[config.mk]
export PLATFORM = sky130hd
export DESIGN_NAME = lcd_spi_rx
export DESIGN_NICKNAME = d
export VERILOG_FILES = /design/src/rtl/lcd_spi_rx_pkg.sv /design/src/rtl/lcd_spi_deser.sv /design/src/rtl/lcd_spi_rx.sv
export SDC_FILE = /design/constraint.sdc
export NUM_CORES = 1
export LEC_CHECK = 0
export BUFFER_PORTS_ARGS = -buffer_cell sky130_fd_sc_hd__buf_2
export CAP_MARGIN = 25
export CORE_MARGIN = 2
export CORE_UTILIZATION = 57
export CTS_BUF_LIST = sky130_fd_sc_hd__clkbuf_8
export DETAILED_ROUTE_END_ITERATION = 10
export GPL_ROUTABILITY_DRIVEN = 0
export GPL_TIMING_DRIVEN = 0
export PLACE_DENSITY = 0.76
export SYNTH_ARGS = -nofsm -noshare
export SYNTH_HDL_FRONTEND = slang
export SYNTH_HIERARCHICAL = 1
export SYNTH_SLANG_ARGS = --single-unit
export TNS_END_PERCENT = 1
[constraint.sdc]
create_clock -name i_clk -period 2.3 [get_ports i_clk]
set_input_delay 0.575 -clock i_clk [delete_from_list [all_inputs] [get_ports i_clk]]
set_output_delay 0.575 -clock i_clk [all_outputs]
set_load 0.1 [all_outputs]
[src/rtl/lcd_spi_rx_pkg.sv]
// Shared definitions for the LCD SPI receiver: command opcodes, decode FSM encodings
// and small byte helpers. The LCD driver and the bench import the same package.
package lcd_spi_rx_pkg;

    localparam logic [7:0] CMD_CASET = 8'h2A;
    localparam logic [7:0] CMD_RASET = 8'h2B;
    localparam logic [7:0] CMD_RAMWR = 8'h2C;

    localparam logic [2:0] LAST_BIT = 3'd7;

    // Decode FSM encodings; CASET/RASET carry the index of the next expected parameter byte
    localparam logic [3:0] ST_IDLE     = 4'd0;
    localparam logic [3:0] ST_CASET0   = 4'd1;
    localparam logic [3:0] ST_CASET1   = 4'd2;
    localparam logic [3:0] ST_CASET2   = 4'd3;
    localparam logic [3:0] ST_CASET3   = 4'd4;
    localparam logic [3:0] ST_RASET0   = 4'd5;
    localparam logic [3:0] ST_RASET1   = 4'd6;
    localparam logic [3:0] ST_RASET2   = 4'd7;
    localparam logic [3:0] ST_RASET3   = 4'd8;
    localparam logic [3:0] ST_RAMWR_HI = 4'd9;
    localparam logic [3:0] ST_RAMWR_LO = 4'd10;

    function automatic logic [15:0] join_bytes(input logic [7:0] hi, input logic [7:0] lo);
        return {hi, lo};
    endfunction

endpackage

[src/rtl/lcd_spi_deser.sv]
// LCD SPI deserialiser: synchronises the bus pins into the system clock domain,
// detects sclk rising edges while cs is low and assembles MSB-first bytes.
module lcd_spi_deser
    import lcd_spi_rx_pkg::*;
#(
    parameter int SYNC_STG = 2
)
(
    input  logic       clk,
    input  logic       rst_n,
    input  logic       lcd_rst_n,
    input  logic       cs,
    input  logic       dc,
    input  logic       sclk,
    input  logic       mosi,
    output logic [7:0] byte_data,
    output logic       byte_dc,
    output logic       byte_valid,
    output logic       lcd_run
);

    logic [SYNC_STG-1:0] cs_sync;
    logic [SYNC_STG-1:0] dc_sync;
    logic [SYNC_STG-1:0] sclk_sync;
    logic [SYNC_STG-1:0] mosi_sync;
    logic [SYNC_STG-1:0] rst_sync;

    logic       cs_s;
    logic       dc_s;
    logic       sclk_s;
    logic       mosi_s;
    logic       sclk_prev;
    logic       rise;
    logic [2:0] bit_count;
    logic [6:0] shift;
    logic       dc_latch;

    // The LCD reset pin synchroniser starts asserted so the decoder stays cleared until it settles
    always_ff @(posedge clk or negedge rst_n) begin
        if (!rst_n) begin
            cs_sync   <= '1;
            dc_sync   <= '0;
            sclk_sync <= '0;
            mosi_sync <= '0;
            rst_sync  <= '0;
        end else begin
            cs_sync   <= {cs_sync[SYNC_STG-2:0], cs};
            dc_sync   <= {dc_sync[SYNC_STG-2:0], dc};
            sclk_sync <= {sclk_sync[SYNC_STG-2:0], sclk};
            mosi_sync <= {mosi_sync[SYNC_STG-2:0], mosi};
            rst_sync  <= {rst_sync[SYNC_STG-2:0], lcd_rst_n};
        end
    end

    assign cs_s    = cs_sync[SYNC_STG-1];
    assign dc_s    = dc_sync[SYNC_STG-1];
    assign sclk_s  = sclk_sync[SYNC_STG-1];
    assign mosi_s  = mosi_sync[SYNC_STG-1];
    assign lcd_run = rst_sync[SYNC_STG-1];
    assign rise    = sclk_s & ~sclk_prev & ~cs_s;

    always_ff @(posedge clk or negedge rst_n) begin
        if (!rst_n) begin
            sclk_prev <= 1'b0;
        end else begin
            sclk_prev <= sclk_s;
        end
    end

    // Deasserted cs or LCD reset drops any partial byte; dc is captured with the first (MSB) bit
    always_ff @(posedge clk or negedge rst_n) begin
        if (!rst_n) begin
            bit_count  <= '0;
            shift      <= '0;
            dc_latch   <= 1'b0;
            byte_data  <= '0;
            byte_dc    <= 1'b0;
            byte_valid <= 1'b0;
        end else if (!lcd_run || cs_s) begin
            bit_count  <= '0;
            byte_valid <= 1'b0;
        end else begin
            byte_valid <= 1'b0;
            if (rise) begin
                shift     <= {shift[5:0], mosi_s};
                bit_count <= bit_count + 3'd1;
                if (bit_count == 3'd0) begin
                    dc_latch <= dc_s;
                end
                if (bit_count == LAST_BIT) begin
                    byte_data  <= {shift, mosi_s};
                    byte_dc    <= dc_latch;
                    byte_valid <= 1'b1;
                end
            end
        end
    end

endmodule

[src/rtl/lcd_spi_rx.sv]
// Receive side of the 4-wire SPI LCD link: decodes CASET/RASET/RAMWR into addressed RGB565 pixels.
// Define LCD_RX_FRAME_EN to add o_frame_done, pulsed with the pixel written at (xe,ye).
module lcd_spi_rx
    import lcd_spi_rx_pkg::*;
#(
    parameter int COORD_W  = 9,
    parameter int SYNC_STG = 2
)
(
    input  logic               i_clk,
    input  logic               i_rst_n,
    input  logic               i_lcd_rst_n,
    input  logic               i_cs,
    input  logic               i_dc,
    input  logic               i_sclk,
    input  logic               i_mosi,
    output logic [7:0]         o_cmd,
    output logic               o_cmd_valid,
    output logic               o_pix_valid,
    output logic [COORD_W-1:0] o_pix_x,
    output logic [COORD_W-1:0] o_pix_y,
    output logic [15:0]        o_pix_data
`ifdef LCD_RX_FRAME_EN
    ,
    output logic               o_frame_done
`endif
);

    logic [7:0] rx_byte;
    logic       rx_dc;
    logic       rx_valid;
    logic       lcd_run;

    lcd_spi_deser #(
        .SYNC_STG (SYNC_STG)
    ) u_deser (
        .clk        (i_clk),
        .rst_n      (i_rst_n),
        .lcd_rst_n  (i_lcd_rst_n),
        .cs         (i_cs),
        .dc         (i_dc),
        .sclk       (i_sclk),
        .mosi       (i_mosi),
        .byte_data  (rx_byte),
        .byte_dc    (rx_dc),
        .byte_valid (rx_valid),
        .lcd_run    (lcd_run)
    );

    logic [3:0]         state;
    logic [7:0]         param0;
    logic [7:0]         param1;
    logic [7:0]         param2;
    logic [7:0]         pix_hi;
    logic [COORD_W-1:0] xs;
    logic [COORD_W-1:0] xe;
    logic [COORD_W-1:0] ys;
    logic [COORD_W-1:0] ye;
    logic [COORD_W-1:0] x;
    logic [COORD_W-1:0] y;
    logic [COORD_W-1:0] x_next;
    logic [COORD_W-1:0] y_next;
    logic [COORD_W-1:0] win_start;
    logic [COORD_W-1:0] win_end;

    // Window walk; when end < start the natural modulo wrap of the counters reaches the end value
    always_comb begin
        x_next = x + 1'b1;
        y_next = y;
        if (x == xe) begin
            x_next = xs;
            y_next = (y == ye) ? ys : y + 1'b1;
        end
    end

    assign win_start = COORD_W'(join_bytes(param0, param1));
    assign win_end   = COORD_W'(join_bytes(param2, rx_byte));

    always_ff @(posedge i_clk or negedge i_rst_n) begin
        if (!i_rst_n) begin
            state       <= ST_IDLE;
            param0      <= '0;
            param1      <= '0;
            param2      <= '0;
            pix_hi      <= '0;
            xs          <= '0;
            xe          <= '0;
            ys          <= '0;
            ye          <= '0;
            x           <= '0;
            y           <= '0;
            o_cmd       <= '0;
            o_cmd_valid <= 1'b0;
            o_pix_valid <= 1'b0;
            o_pix_x     <= '0;
            o_pix_y     <= '0;
            o_pix_data  <= '0;
`ifdef LCD_RX_FRAME_EN
            o_frame_done <= 1'b0;
`endif
        end else if (!lcd_run) begin
            state       <= ST_IDLE;
            param0      <= '0;
            param1      <= '0;
            param2      <= '0;
            pix_hi      <= '0;
            xs          <= '0;
            xe          <= '0;
            ys          <= '0;
            ye          <= '0;
            x           <= '0;
            y           <= '0;
            o_cmd       <= '0;
            o_cmd_valid <= 1'b0;
            o_pix_valid <= 1'b0;
            o_pix_x     <= '0;
            o_pix_y     <= '0;
            o_pix_data  <= '0;
`ifdef LCD_RX_FRAME_EN
            o_frame_done <= 1'b0;
`endif
        end else begin
            o_cmd_valid <= 1'b0;
            o_pix_valid <= 1'b0;
`ifdef LCD_RX_FRAME_EN
            o_frame_done <= 1'b0;
`endif
            if (rx_valid && !rx_dc) begin
                // A command always aborts whatever sequence was in progress
                o_cmd       <= rx_byte;
                o_cmd_valid <= 1'b1;
                case (rx_byte)
                    CMD_CASET: state <= ST_CASET0;
                    CMD_RASET: state <= ST_RASET0;
                    CMD_RAMWR: begin
                        state <= ST_RAMWR_HI;
                        x     <= xs;
                        y     <= ys;
                    end
                    default:   state <= ST_IDLE;
                endcase
            end else if (rx_valid) begin
                case (state)
                    ST_CASET0: begin param0 <= rx_byte; state <= ST_CASET1; end
                    ST_CASET1: begin param1 <= rx_byte; state <= ST_CASET2; end
                    ST_CASET2: begin param2 <= rx_byte; state <= ST_CASET3; end
                    ST_CASET3: begin
                        xs    <= win_start;
                        xe    <= win_end;
                        state <= ST_IDLE;
                    end
                    ST_RASET0: begin param0 <= rx_byte; state <= ST_RASET1; end
                    ST_RASET1: begin param1 <= rx_byte; state <= ST_RASET2; end
                    ST_RASET2: begin param2 <= rx_byte; state <= ST_RASET3; end
                    ST_RASET3: begin
                        ys    <= win_start;
                        ye    <= win_end;
                        state <= ST_IDLE;
                    end
                    ST_RAMWR_HI: begin
                        pix_hi <= rx_byte;
                        state  <= ST_RAMWR_LO;
                    end
                    ST_RAMWR_LO: begin
                        o_pix_valid <= 1'b1;
                        o_pix_x     <= x;
                        o_pix_y     <= y;
                        o_pix_data  <= join_bytes(pix_hi, rx_byte);
`ifdef LCD_RX_FRAME_EN
                        o_frame_done <= (x == xe) && (y == ye);
`endif
                        x     <= x_next;
                        y     <= y_next;
                        state <= ST_RAMWR_HI;
                    end
                    default: state <= ST_IDLE;
                endcase
            end
        end
    end

endmodule

==> summary.md <==
| Metric | Value |
|---|---|
| CTS Buffer Depth | 2 |
| Yosys top cell area share | 53.2% |
| Core ar. | 0.0121 sq mm |
| Count of cell types in the netlist | 60 |
| Clock slew seen by the registers of the worst setup and hold paths | 0.07 ns |
| WP data required | 2.68 ns |
| Vias in the first global route | 5289 |
| Main combinational cell family by area after synthesis | simple AND/OR/NAND/NOR gates |
| YS warnings | 6 |
| RSZ-0062 raised after global routing | no |
| Global route overflow | 0 |
| Status | finished, final reports clean |
| Fin crit period | 2.15 ns |
| Dpl ws | 0.0884 ns |
| Worst Max-Slew Pin Slew | 0.660 ns |
| Number of flops mapped to enable cells by yosys | 0 |
| WP buf/inv | 3 |
| Post-route ant nets | 0 |
| Synth Area in XOR/XNOR | 2.73% |
| Simple-gate area share of the yosys netlist | 18.1% |
| Cell Chain, Critical Path | clkbuf_1 -> clkbuf_1 -> clkbuf_1 -> o21ai_0 -> nor2_1 |
| Cell Int Power | 3.84 mW |
| CTS Hold Bufs | 0 |
| Combinational Power Share | 3.7% |
| Worst Setup Start Kind | register |
| Total GRT Usage | 26.9% |
| Clock power frac | 40.9% |
| Avg Vias per Cell | 5.76 |
| Maximum number of pins on one net before global-route repair | 83 |
| Pleak | 3.98 nW |
| Residual DRC | 0 |
| Slew Viols, Final | 0 |
| Antenna cells | 0 |
| Max incr delay on CP | 0.49 ns |
| Max stage delay cell, worst path | clkbuf_1 |
| Hold slack final | 0.132 ns |
| Fin. Hold Viols | 0 |
| DRT Pass-1 Iters | 6 |
| Setup ws final | 0.153 ns |
| Synthesized area per cell | 10.6 sq um |
| Net switching power | 1.12 mW |
| Cell taking the most area after synthesis | dfrtp_1 |
| Post-synthesis adder-cell area fraction | 0.886% |
| Most used cell, CP | clkbuf_1 |
| Maxcap violations | 0 |
| Mux contribution to synthesized area | 11.9% |
| DRT iter0 DRCs | 381 |
| Cell area after synthesis | 0.00706 sq mm |
| Post-synth top flop | dfrtp_1 |
| Die height | 115 microns |
| Area Growth Syn to Fin | 13.0% |
| Setup Skew | 0.0127 ns |
| Top Family by Delay on Critical Path | buffers and inverters |
| Sw frac | 22.5% |
| Post-synth net total | 678 |
| Cells after Synth | 666 |
| Num CTS Buffers | 17 |
| Sequential area share after synthesis | 53.9% |
| CTS tree | built |
| Commonest non-fill, non-tap cell in the layout | dfrtp_1 |
| Flop pwr share | 55.4% |
| Critical Path Fanout Max | 10 |
| IO Port Bufs | 50 |
| Antenna violations before repair | 0 |
| First-pass GRT wire length | 27.2 mm |
| Ports | 51 |
| Tcrit/Tclk final | 93.3% |
| Routed WL per cell | 18.0 microns |
| Dpl hpwl | 12.0 mm |
| CTS root buf | clkbuf_8 |
| CTS H-tree lvls | 4 |
| Power per Cell Area | 621 mW/mm^2 |
| CTS sink cnt | 152 |
| Vias | 5286 |
| Final Core Density | 66.2% |
| Total Nets Final | 749 |
| Die Wd | 115 microns |
| Synth async-reset ratio | 100% |
| Crit Path Class | reg -> reg |
| Total wire length | 16.5 mm |
| Initial cell density of the core | 58.5% |
| Dpl cells | 885 |
| Max Fclk | 0.466 GHz |
| Critical path arrival | 2.52 ns |
| Tightest Hold Check Type | in -> async |
| Largest cells by area after synthesis | dfrtp_1, nand2_1, mux2_2 |
| Row count | 40 |
| Final setup vio count | 0 |
| Rel. slew slack | 56.0% |
| Final std cells w/o fill | 918 |
| Worst vdd ir | 0.000368 V |
| Most frequent cells in the layout | dfrtp_1, nand2_1, buf_2 |
| Compound-Gate Fraction of Synth Area | 8.97% |
| DIE AREA | 0.0133 sq mm |
| Setup TNS | 0 ns |
| Crit path capture type | register |
| Post-synthesis register bit count | 152 |
| Worst skew pair latency | 0.46 ns |
| Layout cells sized above 1 | 21.6% |
cell type report:
class                           instances  area (sq um)
Fill cell                             959          4080
Inverter                                7          26.3
Clock buffer                           21           289
Timing Repair Buffer                   52           292
Buffer                                 42           224
Sequential cell                       152          3810
Tap cell                              168           210
Multi-Input combinational cell        465          3020
Clock inverter                         11           109
sequential cells by signal, indices dropped and copies added (netlist names), 3 cells and up:
name / flops
x: 9
o_pix_data: 16
param1: 8
u_deser/shift: 7
o_cmd: 8
o_pix_y: 9
xe: 9
y: 9
state: 4
u_deser/byte_data: 8
ye: 9
pix_hi: 8
ys: 9
xs: 9
u_deser/bit_count: 3
o_pix_x: 9
metrics by stage:
step / power [mW] / area [sq um]
CTS: 4.98 / 7950
global route: 5.13 / 7980
floorplan: 2.88 / 7060
finish: 4.95 / 7980
detailed placement: 2.99 / 7550
global placement: 2.97 / 7520
repair_timing:
action / 4_1_cts / 5_1_grt
setup endpoints to repair: 0 / 24
buffers inserted: 0 / 1
hold endpoints to repair: 0 / 0
resized for setup: 0 / 8
cell families after synthesis:
logic type                 count (synthesis)
AOI/OAI and AO/OA                         99
xor gates and xnor gates                  22
adders and majority gates                  5
buffers and inverters                     49
DFF                                      152
muxes                                     75
and+or+nand+nor                          264
worst paths after layout:
check,startpoint,endpoint,slack [ns],cells past startpoint
setup / recovery,u_deser/rst_sync[1],state[2],0.15,5
hold / removal,i_rst_n,o_pix_y[7],0.13,1
setup reg to reg,u_deser/rst_sync[1],state[2],0.15,5
hold reg to reg,u_deser/rst_sync[0],u_deser/rst_sync[1],0.35,0
max in group asynchronous,i_rst_n,u_deser/mosi_sync[1],1.36,2
min in group i_clk,i_cs,u_deser/cs_sync[0],0.21,1
cell usage after synthesis, types with 2 or more instances:
cell type	count
dfrtp_1	150
nand2_1	131
a21oi_1	48
nor2_1	45
mux2_2	36
mux2i_1	30
clkbuf_1	22
nand4_1	16
o21ai_0	16
xor2_1	14
nor2b_1	13
nand3_1	12
buf_2	10
mux2_4	9
and3_1	8
nor3_1	8
xnor2_1	8
and2_1	7
inv_1	7
buf_1	5
ha_1	5
nand2b_1	5
a31oi_1	4
o221ai_1	4
a32o_1	3
and4_1	3
o211ai_1	3
o21ai_1	3
and4bb_1	2
buf_4	2
buf_6	2
dfstp_2	2
nor3b_1	2
nor4_2	2
o21a_1	2
o311ai_0	2
o31ai_1	2
metal layers:
layer / part of all wire, % / up-vias / track usage, %
li1: - / 2453 / -
met1: 42 / 2585 / 35.2
met2: 49 / 211 / 43.5
met3: 6.1 / 37 / 5.48
met4: 2.3 / 0 / 12.4
met5: 0 / - / 0
power groups by stage:
stage | clock network [mW] | registers, mW | logic (mW)
2_1_floorplan | 0 | 2.79 | 0.0912
3_3_place_gp | 0 | 2.80 | 0.172
3_5_place_dp | 0 | 2.80 | 0.186
4_1_cts | 2.05 | 2.75 | 0.186
5_1_grt | 2.17 | 2.75 | 0.204
6_report | 2.02 | 2.75 | 0.183
Power figures use the tool's default switching activity.
